<file path="config.mk">
export PLATFORM = sky130hd
export DESIGN_NAME = instr_mem_loader_flat
export DESIGN_NICKNAME = d
export VERILOG_FILES = /design/src/rtl/instr_mem_loader_if.sv /design/src/rtl/instr_mem_loader.sv /design/src/flat_wrapper.sv
export SDC_FILE = /design/constraint.sdc
export NUM_CORES = 1
export LEC_CHECK = 0
export ABC_AREA = 0
export CORE_AREA = 3 3 99 101
export CTS_CLUSTER_SIZE = 16
export DETAILED_ROUTE_END_ITERATION = 8
export DIE_AREA = 0 0 102 104
export PLACE_DENSITY = 0.78
export SLEW_MARGIN = 10
export SYNTH_ARGS = -nofsm -noshare
export SYNTH_HDL_FRONTEND = slang
export SYNTH_SLANG_ARGS = --single-unit
</file>
<file path="constraint.sdc">
create_clock -name CLK -period 2.19 [get_ports CLK]
set_input_delay 0.3285 -clock CLK [delete_from_list [all_inputs] [get_ports CLK]]
set_output_delay 0.3285 -clock CLK [all_outputs]
set_load 0.03 [all_outputs]
</file>
<file path="src/rtl/instr_mem_loader_if.sv">
// Byte-stream handshake plus instruction-memory write port for instr_mem_loader.
// The slave modport is the loader side; the master modport is the host/memory side.
interface instr_mem_loader_if;
   logic [7:0]  BYTE_IN;
   logic        BYTE_VALID;
   logic        BYTE_READY;
   logic        WE;
   logic [31:0] WADDR;
   logic [31:0] WDATA;
   logic [3:0]  WSTRB;

   modport master (
      output BYTE_IN, BYTE_VALID,
      input  BYTE_READY, WE, WADDR, WDATA, WSTRB
   );

   modport slave (
      input  BYTE_IN, BYTE_VALID,
      output BYTE_READY, WE, WADDR, WDATA, WSTRB
   );
endinterface

</file>
<file path="src/rtl/instr_mem_loader.sv">
// Packs a byte stream into little-endian 32-bit words and writes them to instruction memory.
// Optional trailing checksum byte when LOADER_CHECKSUM_EN is defined.
module instr_mem_loader #(
   parameter int DEPTH_BYTES = 128,
   parameter int LEN_W       = 8
) (
   input  logic             CLK,
   input  logic             RST_N,
   input  logic             START,
   input  logic [LEN_W-1:0] LEN,
   instr_mem_loader_if.slave bus,
   output logic             BUSY,
   output logic             DONE,
   output logic             ERR
);

   localparam logic [LEN_W-1:0] DEPTH_L = LEN_W'(DEPTH_BYTES);

   typedef enum logic [2:0] {
      S_IDLE,
      S_LOAD,
      S_WRITE,
`ifdef LOADER_CHECKSUM_EN
      S_CHK,
`endif
      S_FIN
   } state_e;

   state_e           state_q, state_d;
   logic [LEN_W-1:0] rem_q, rem_d;
   logic [LEN_W-1:0] cnt_q, cnt_d;
   logic [31:0]      pack_q, pack_d;
   logic [3:0]       strb_q, strb_d;
   logic [31:0]      waddr_q, waddr_d;
   logic             fin_err_d;
   logic             ready_q, we_q, busy_q, done_q, err_q;
   logic             accept;
   logic [1:0]       lane;
`ifdef LOADER_CHECKSUM_EN
   logic [7:0]       sum_q, sum_d;
`endif

   assign accept = bus.BYTE_VALID & ready_q;
   assign lane   = cnt_q[1:0];

   always_ff @(posedge CLK) begin
      if (!RST_N) begin
         state_q <= S_IDLE;
      end else begin
         state_q <= state_d;
      end
   end

   // Outputs are flopped from the next state so nothing combinational reaches a port.
   always_ff @(posedge CLK) begin
      if (!RST_N) begin
         rem_q   <= '0;
         cnt_q   <= '0;
         pack_q  <= '0;
         strb_q  <= '0;
         waddr_q <= '0;
         ready_q <= 1'b0;
         we_q    <= 1'b0;
         busy_q  <= 1'b0;
         done_q  <= 1'b0;
         err_q   <= 1'b0;
`ifdef LOADER_CHECKSUM_EN
         sum_q   <= '0;
`endif
      end else begin
         rem_q   <= rem_d;
         cnt_q   <= cnt_d;
         pack_q  <= pack_d;
         strb_q  <= strb_d;
         waddr_q <= waddr_d;
`ifdef LOADER_CHECKSUM_EN
         ready_q <= (state_d == S_LOAD) || (state_d == S_CHK);
         sum_q   <= sum_d;
`else
         ready_q <= (state_d == S_LOAD);
`endif
         we_q    <= (state_d == S_WRITE);
         busy_q  <= (state_d != S_IDLE);
         done_q  <= (state_d == S_FIN) && !fin_err_d;
         err_q   <= (state_d == S_FIN) && fin_err_d;
      end
   end

   always_comb begin
      state_d   = state_q;
      rem_d     = rem_q;
      cnt_d     = cnt_q;
      pack_d    = pack_q;
      strb_d    = strb_q;
      waddr_d   = waddr_q;
      fin_err_d = 1'b0;
`ifdef LOADER_CHECKSUM_EN
      sum_d     = sum_q;
`endif
      unique case (state_q)
         S_IDLE: begin
            if (START) begin
               if (LEN == '0) begin
                  state_d = S_FIN;
               end else if (LEN > DEPTH_L) begin
                  state_d   = S_FIN;
                  fin_err_d = 1'b1;
               end else begin
                  rem_d   = LEN;
                  cnt_d   = '0;
                  pack_d  = '0;
                  strb_d  = '0;
                  waddr_d = '0;
`ifdef LOADER_CHECKSUM_EN
                  sum_d   = '0;
`endif
                  state_d = S_LOAD;
               end
            end
         end
         S_LOAD: begin
            if (accept) begin
               pack_d[{lane, 3'b000} +: 8] = bus.BYTE_IN;
               strb_d[lane]                = 1'b1;
               rem_d                       = rem_q - 1'b1;
               cnt_d                       = cnt_q + 1'b1;
`ifdef LOADER_CHECKSUM_EN
               sum_d                       = sum_q + bus.BYTE_IN;
`endif
               if ((lane == 2'd3) || (rem_q == LEN_W'(1))) begin
                  state_d = S_WRITE;
               end
            end
         end
         S_WRITE: begin
            if (rem_q != '0) begin
               pack_d  = '0;
               strb_d  = '0;
               waddr_d = waddr_q + 32'd4;
               state_d = S_LOAD;
            end else begin
`ifdef LOADER_CHECKSUM_EN
               state_d = S_CHK;
`else
               state_d = S_FIN;
`endif
            end
         end
`ifdef LOADER_CHECKSUM_EN
         // Words already written stay in memory even if the checksum fails.
         S_CHK: begin
            if (accept) begin
               state_d   = S_FIN;
               fin_err_d = (bus.BYTE_IN != sum_q);
            end
         end
`endif
         S_FIN: begin
            state_d = S_IDLE;
         end
         default: begin
            state_d = S_IDLE;
         end
      endcase
   end

   assign bus.BYTE_READY = ready_q;
   assign bus.WE         = we_q;
   assign bus.WADDR      = waddr_q;
   assign bus.WDATA      = pack_q;
   assign bus.WSTRB      = strb_q;
   assign BUSY           = busy_q;
   assign DONE           = done_q;
   assign ERR            = err_q;

endmodule

</file>
<file path="src/flat_wrapper.sv">
// flat-port wrapper written by rule: the top's interface ports become plain ports
module instr_mem_loader_flat 
#(
   parameter int DEPTH_BYTES = 128,
   parameter int LEN_W       = 8
)
  (CLK, RST_N, START, LEN, BUSY, DONE, ERR, bus_BYTE_IN, bus_BYTE_VALID, bus_BYTE_READY, bus_WE, bus_WADDR, bus_WDATA, bus_WSTRB);
  instr_mem_loader_if bus_i ();
  input  logic CLK;
  input  logic RST_N;
  input  logic START;
  input  logic [LEN_W-1:0] LEN;
  output logic BUSY;
  output logic DONE;
  output logic ERR;
  input wire logic [$bits(bus_i.BYTE_IN)-1:0] bus_BYTE_IN;
  input wire logic [$bits(bus_i.BYTE_VALID)-1:0] bus_BYTE_VALID;
  output wire logic [$bits(bus_i.BYTE_READY)-1:0] bus_BYTE_READY;
  output wire logic [$bits(bus_i.WE)-1:0] bus_WE;
  output wire logic [$bits(bus_i.WADDR)-1:0] bus_WADDR;
  output wire logic [$bits(bus_i.WDATA)-1:0] bus_WDATA;
  output wire logic [$bits(bus_i.WSTRB)-1:0] bus_WSTRB;
  assign bus_i.BYTE_IN = bus_BYTE_IN;
  assign bus_i.BYTE_VALID = bus_BYTE_VALID;
  assign bus_BYTE_READY = bus_i.BYTE_READY;
  assign bus_WE = bus_i.WE;
  assign bus_WADDR = bus_i.WADDR;
  assign bus_WDATA = bus_i.WDATA;
  assign bus_WSTRB = bus_i.WSTRB;
  instr_mem_loader #(.DEPTH_BYTES(DEPTH_BYTES), .LEN_W(LEN_W)) u_core (.CLK(CLK), .RST_N(RST_N), .START(START), .LEN(LEN), .bus(bus_i), .BUSY(BUSY), .DONE(DONE), .ERR(ERR));
endmodule
</file>
==> flow_metrics.tcl <==
set metrics [dict create \
    final_layout_size_suffix_gt1_frac 0.1407 \
    fmax_mhz 477.3 \
    core.rowCount 35 \
    via_per_inst 5.950 \
    rsz0062_at_grt "no" \
    final.setup.tns_ps 0 \
    critical_path_peak_fanout 9 \
    timing.slew.headroom 0.6171 \
    power.share.sequential 0.499 \
    place.port_buffers 90 \
    drt_iter0_markers 227 \
    grt_usage 0.2157 \
    final.period_utilization 0.9567 \
    clk_pin_slew_ps 90 \
    result_of_the_run "finished, final reports clean" \
    num_io_pins 93 \
    place_hpwl_mm 7.966 \
    setup.worst_path.class "register to register" \
    final_hold_violation_count 0 \
    synth-async-reset-ratio 0 \
    postRouteAntennaNets 0 \
    start_kind "register" \
    wire_length_of_the_first_global_routing_pass_mm 18.84 \
    max_cap_viol_count 0 \
    power.ir.vdd_worst_mv 0.4919 \
    grt_start_max_net_pins 63 \
    layout_common_cells "dfxtp_1 (84), clkdlybuf4s50_1 (82), nand2_1 (54)" \
    post_cts_hold_buffer_count 0 \
    design.core.area_sq_um 9109 \
    num_antenna_cells 0 \
    switching_share 0.2641 \
    report.final.slew_viol_count 0 \
    layout_min_cycle_time_ps 2095 \
    routed-via-count 4171 \
    routed_wl_mm 11.37 \
    dr.pass1.iters 5 \
    synth.distinct_cells 60 \
    post_synthesis_cells 472 \
    power.combinational.fraction 0.130 \
    setup.worst_path.end_class "register" \
    synth_area_per_cell_sq_um 8.769 \
    timing.critical_path.arrival_ps 2390 \
    gr-total-overflow 0 \
    worst_ep_required_time_ps 2480 \
    hold_path_class "input port to register" \
    post_synth_instance_area_sq_um 4139 \
    area_growth_syn_to_layout_pct 37.76 \
    start_util 0.4544 \
    tritoncts "done" \
    cts.htree.levels 3 \
    leakage_nw 2.056 \
    worst_hold_slack_ps 264.6 \
    power_density_nw_per_um2 548.1 \
    clock_path_buffers 2 \
    synth_enable_flop_cells 0 \
    pwr-share-clk 0.371 \
    finalClockSkew_ps 10.47 \
    intPower_w 0.002300 \
    grt_antenna_before_repair 0 \
    floorplan.die_area_sq_um 10610 \
    synth.ff_latch_count 84 \
    post-route-drc-count 0 \
    final_net_count 613 \
    gp_congestion 0.8529 \
    worstMarginPinSlew_ps 574.3 \
    finalCoreUtilization 0.6260 \
    most_common_cell_after_layout_fill_and_taps_aside "dfxtp_1" \
    chipWidth_microns 102 \
    grt_use_met1 0.2819 \
    clk_root_buffer_cell "clkbuf_8" \
    globalRoute.busiestLayer "met2" \
    synth_seq_area_share 0.4063 \
    clk-insertion-delay-late_ps 360 \
    total_power_w 0.003125 \
    first_global_vias 3903 \
    grt_util_met3 0.04225 \
    synthFlopType "dfxtp_1" \
    total_switching_power_w 0.0008254 \
    synth.yosys.warnings 0 \
    numCtsBuffers 9 \
    wl_per_cell_microns 16.22 \
    grtUsageMet2 0.3598 \
    cts.sinks 84 \
    setup_violations 0 \
    die_h_microns 104 \
]
## stage by stage
| step | worst slack (ps) | std cells | cell area [sq um] |
|---|---|---|---|
| 2_1_floorplan | 3.593 | 474 | 4146 |
| 3_3_place_gp | -440.6 | 676 | 5290 |
| 3_5_place_dp | -497.2 | 676 | 5290 |
| 4_1_cts | 6.047 | 700 | 5642 |
| 5_1_grt | 16.63 | 701 | 5702 |
| 6_report | 94.91 | 701 | 5702 |
## layer usage
metal / routed length [microns] / part of all wire
met5: 0 / 0
met3: 645 / 0.057
met2: 5698 / 0.50
met4: 146 / 0.013
met1: 4881 / 0.43
## cell families after synthesis
family / count (synthesis) / share of synthesized area
AND/OR/NAND/NOR: 191 / 0.2467
flip-flops: 84 / 0.4063
multiplexers: 19 / 0.04595
buffers and inverters: 48 / 0.06288
XOR/XNOR: 1 / 0.002116
other: 1 / 0.0009060
AO/OA/AOI/OAI: 120 / 0.2110
adder cells (fa/ha/maj): 8 / 0.02418
## state kept, by name (all words and copies together) (netlist names)
| signal | count |
|---|---|
| u_core.bus.WDATA | 32 |
| u_core.bus.WADDR | 30 |
| u_core.rem_q | 8 |
| u_core.bus.WSTRB | 4 |
| u_core.state_q | 3 |
| u_core.cnt_q | 2 |
| u_core.BUSY | 1 |
| u_core.DONE | 1 |
| u_core.ERR | 1 |
| u_core.bus.BYTE_READY | 1 |
| u_core.bus.WE | 1 |
## area by class of cell
class	instances	area, sq um
fillers	757	3407
flip-flops and latches	84	1682
clock buffers	10	137.6
clock inverters	6	71.32
repair buffers	135	1373
well taps	111	138.9
multi-input cells	342	2251
inverters	13	48.80
## power groups by stage
stage / clock [W] / sequential (W) / combinational (W)
2_1_floorplan: 0 / 0.00161 / 0.000204
4_1_cts: 0.00119 / 0.00156 / 0.000395
5_1_grt: 0.00126 / 0.00156 / 0.000437
3_3_place_gp: 0 / 0.00159 / 0.000351
6_report: 0.00116 / 0.00156 / 0.000408
3_5_place_dp: 0 / 0.00159 / 0.000359
## synth_stat cells, types with 2 or more instances
library cell / count / area (sq um)
o211a_1: 4 / 40.04
o21ai_1: 4 / 20.02
and4_1: 3 / 26.28
inv_1: 13 / 48.80
a21o_1: 2 / 15.01
nor3b_1: 2 / 15.01
nor3_1: 11 / 55.05
buf_2: 6 / 30.03
dfxtp_1: 84 / 1682
a21oi_1: 34 / 170.2
o21ai_0: 9 / 45.04
a211oi_1: 3 / 22.52
ha_1: 8 / 100.1
or3_1: 7 / 43.79
a32o_1: 10 / 100.1
nand2b_1: 2 / 12.51
o211ai_1: 2 / 15.01
mux2i_1: 19 / 190.2
or4_1: 25 / 187.7
nand4_1: 12 / 75.07
a21oi_2: 2 / 17.52
and3_1: 7 / 43.79
or3b_1: 2 / 17.52
a31oi_1: 2 / 12.51
buf_6: 6 / 67.56
buf_4: 4 / 30.03
o32ai_1: 8 / 70.07
o31ai_1: 25 / 187.7
nor2_1: 20 / 75.07
nand3_1: 33 / 165.2
and2_1: 3 / 18.77
nand2_1: 55 / 206.5
nor2b_1: 2 / 12.51
clkbuf_1: 17 / 63.81
## path summary, 6_finish.rpt
path / start / slack [ps] / depth (start not counted) / to
setup / recovery: u_core.state_q[1]$_SDFF_PN0_ / 90 / 6 / u_core.bus.WADDR[24]$_SDFFE_PN0P_
hold reg to reg: u_core.bus.WDATA[0]$_SDFFE_PN0P_ / 460 / 2 / u_core.bus.WDATA[0]$_SDFFE_PN0P_
hold / removal: RST_N / 260 / 2 / u_core.bus.WSTRB[0]$_SDFFE_PN0P_
setup reg to reg: u_core.state_q[1]$_SDFF_PN0_ / 90 / 6 / u_core.bus.WADDR[24]$_SDFFE_PN0P_
## worst max-delay path: stages, from the launching register on
cell and delay [ps]:
dfxtp_1 340, or3b_1 420, a31oi_4 240, o211ai_4 180, buf_12 180, or4_1 510, a21oi_1 170
## what timing repair did
item	4_1_cts	5_1_grt
pin swaps	13	6
buffers inserted	6	0
gates resized for setup	13	14
endpoints found under the setup margin	51	57
cloned	3	1
No activity file was read; power rests on OpenSTA's default activity.
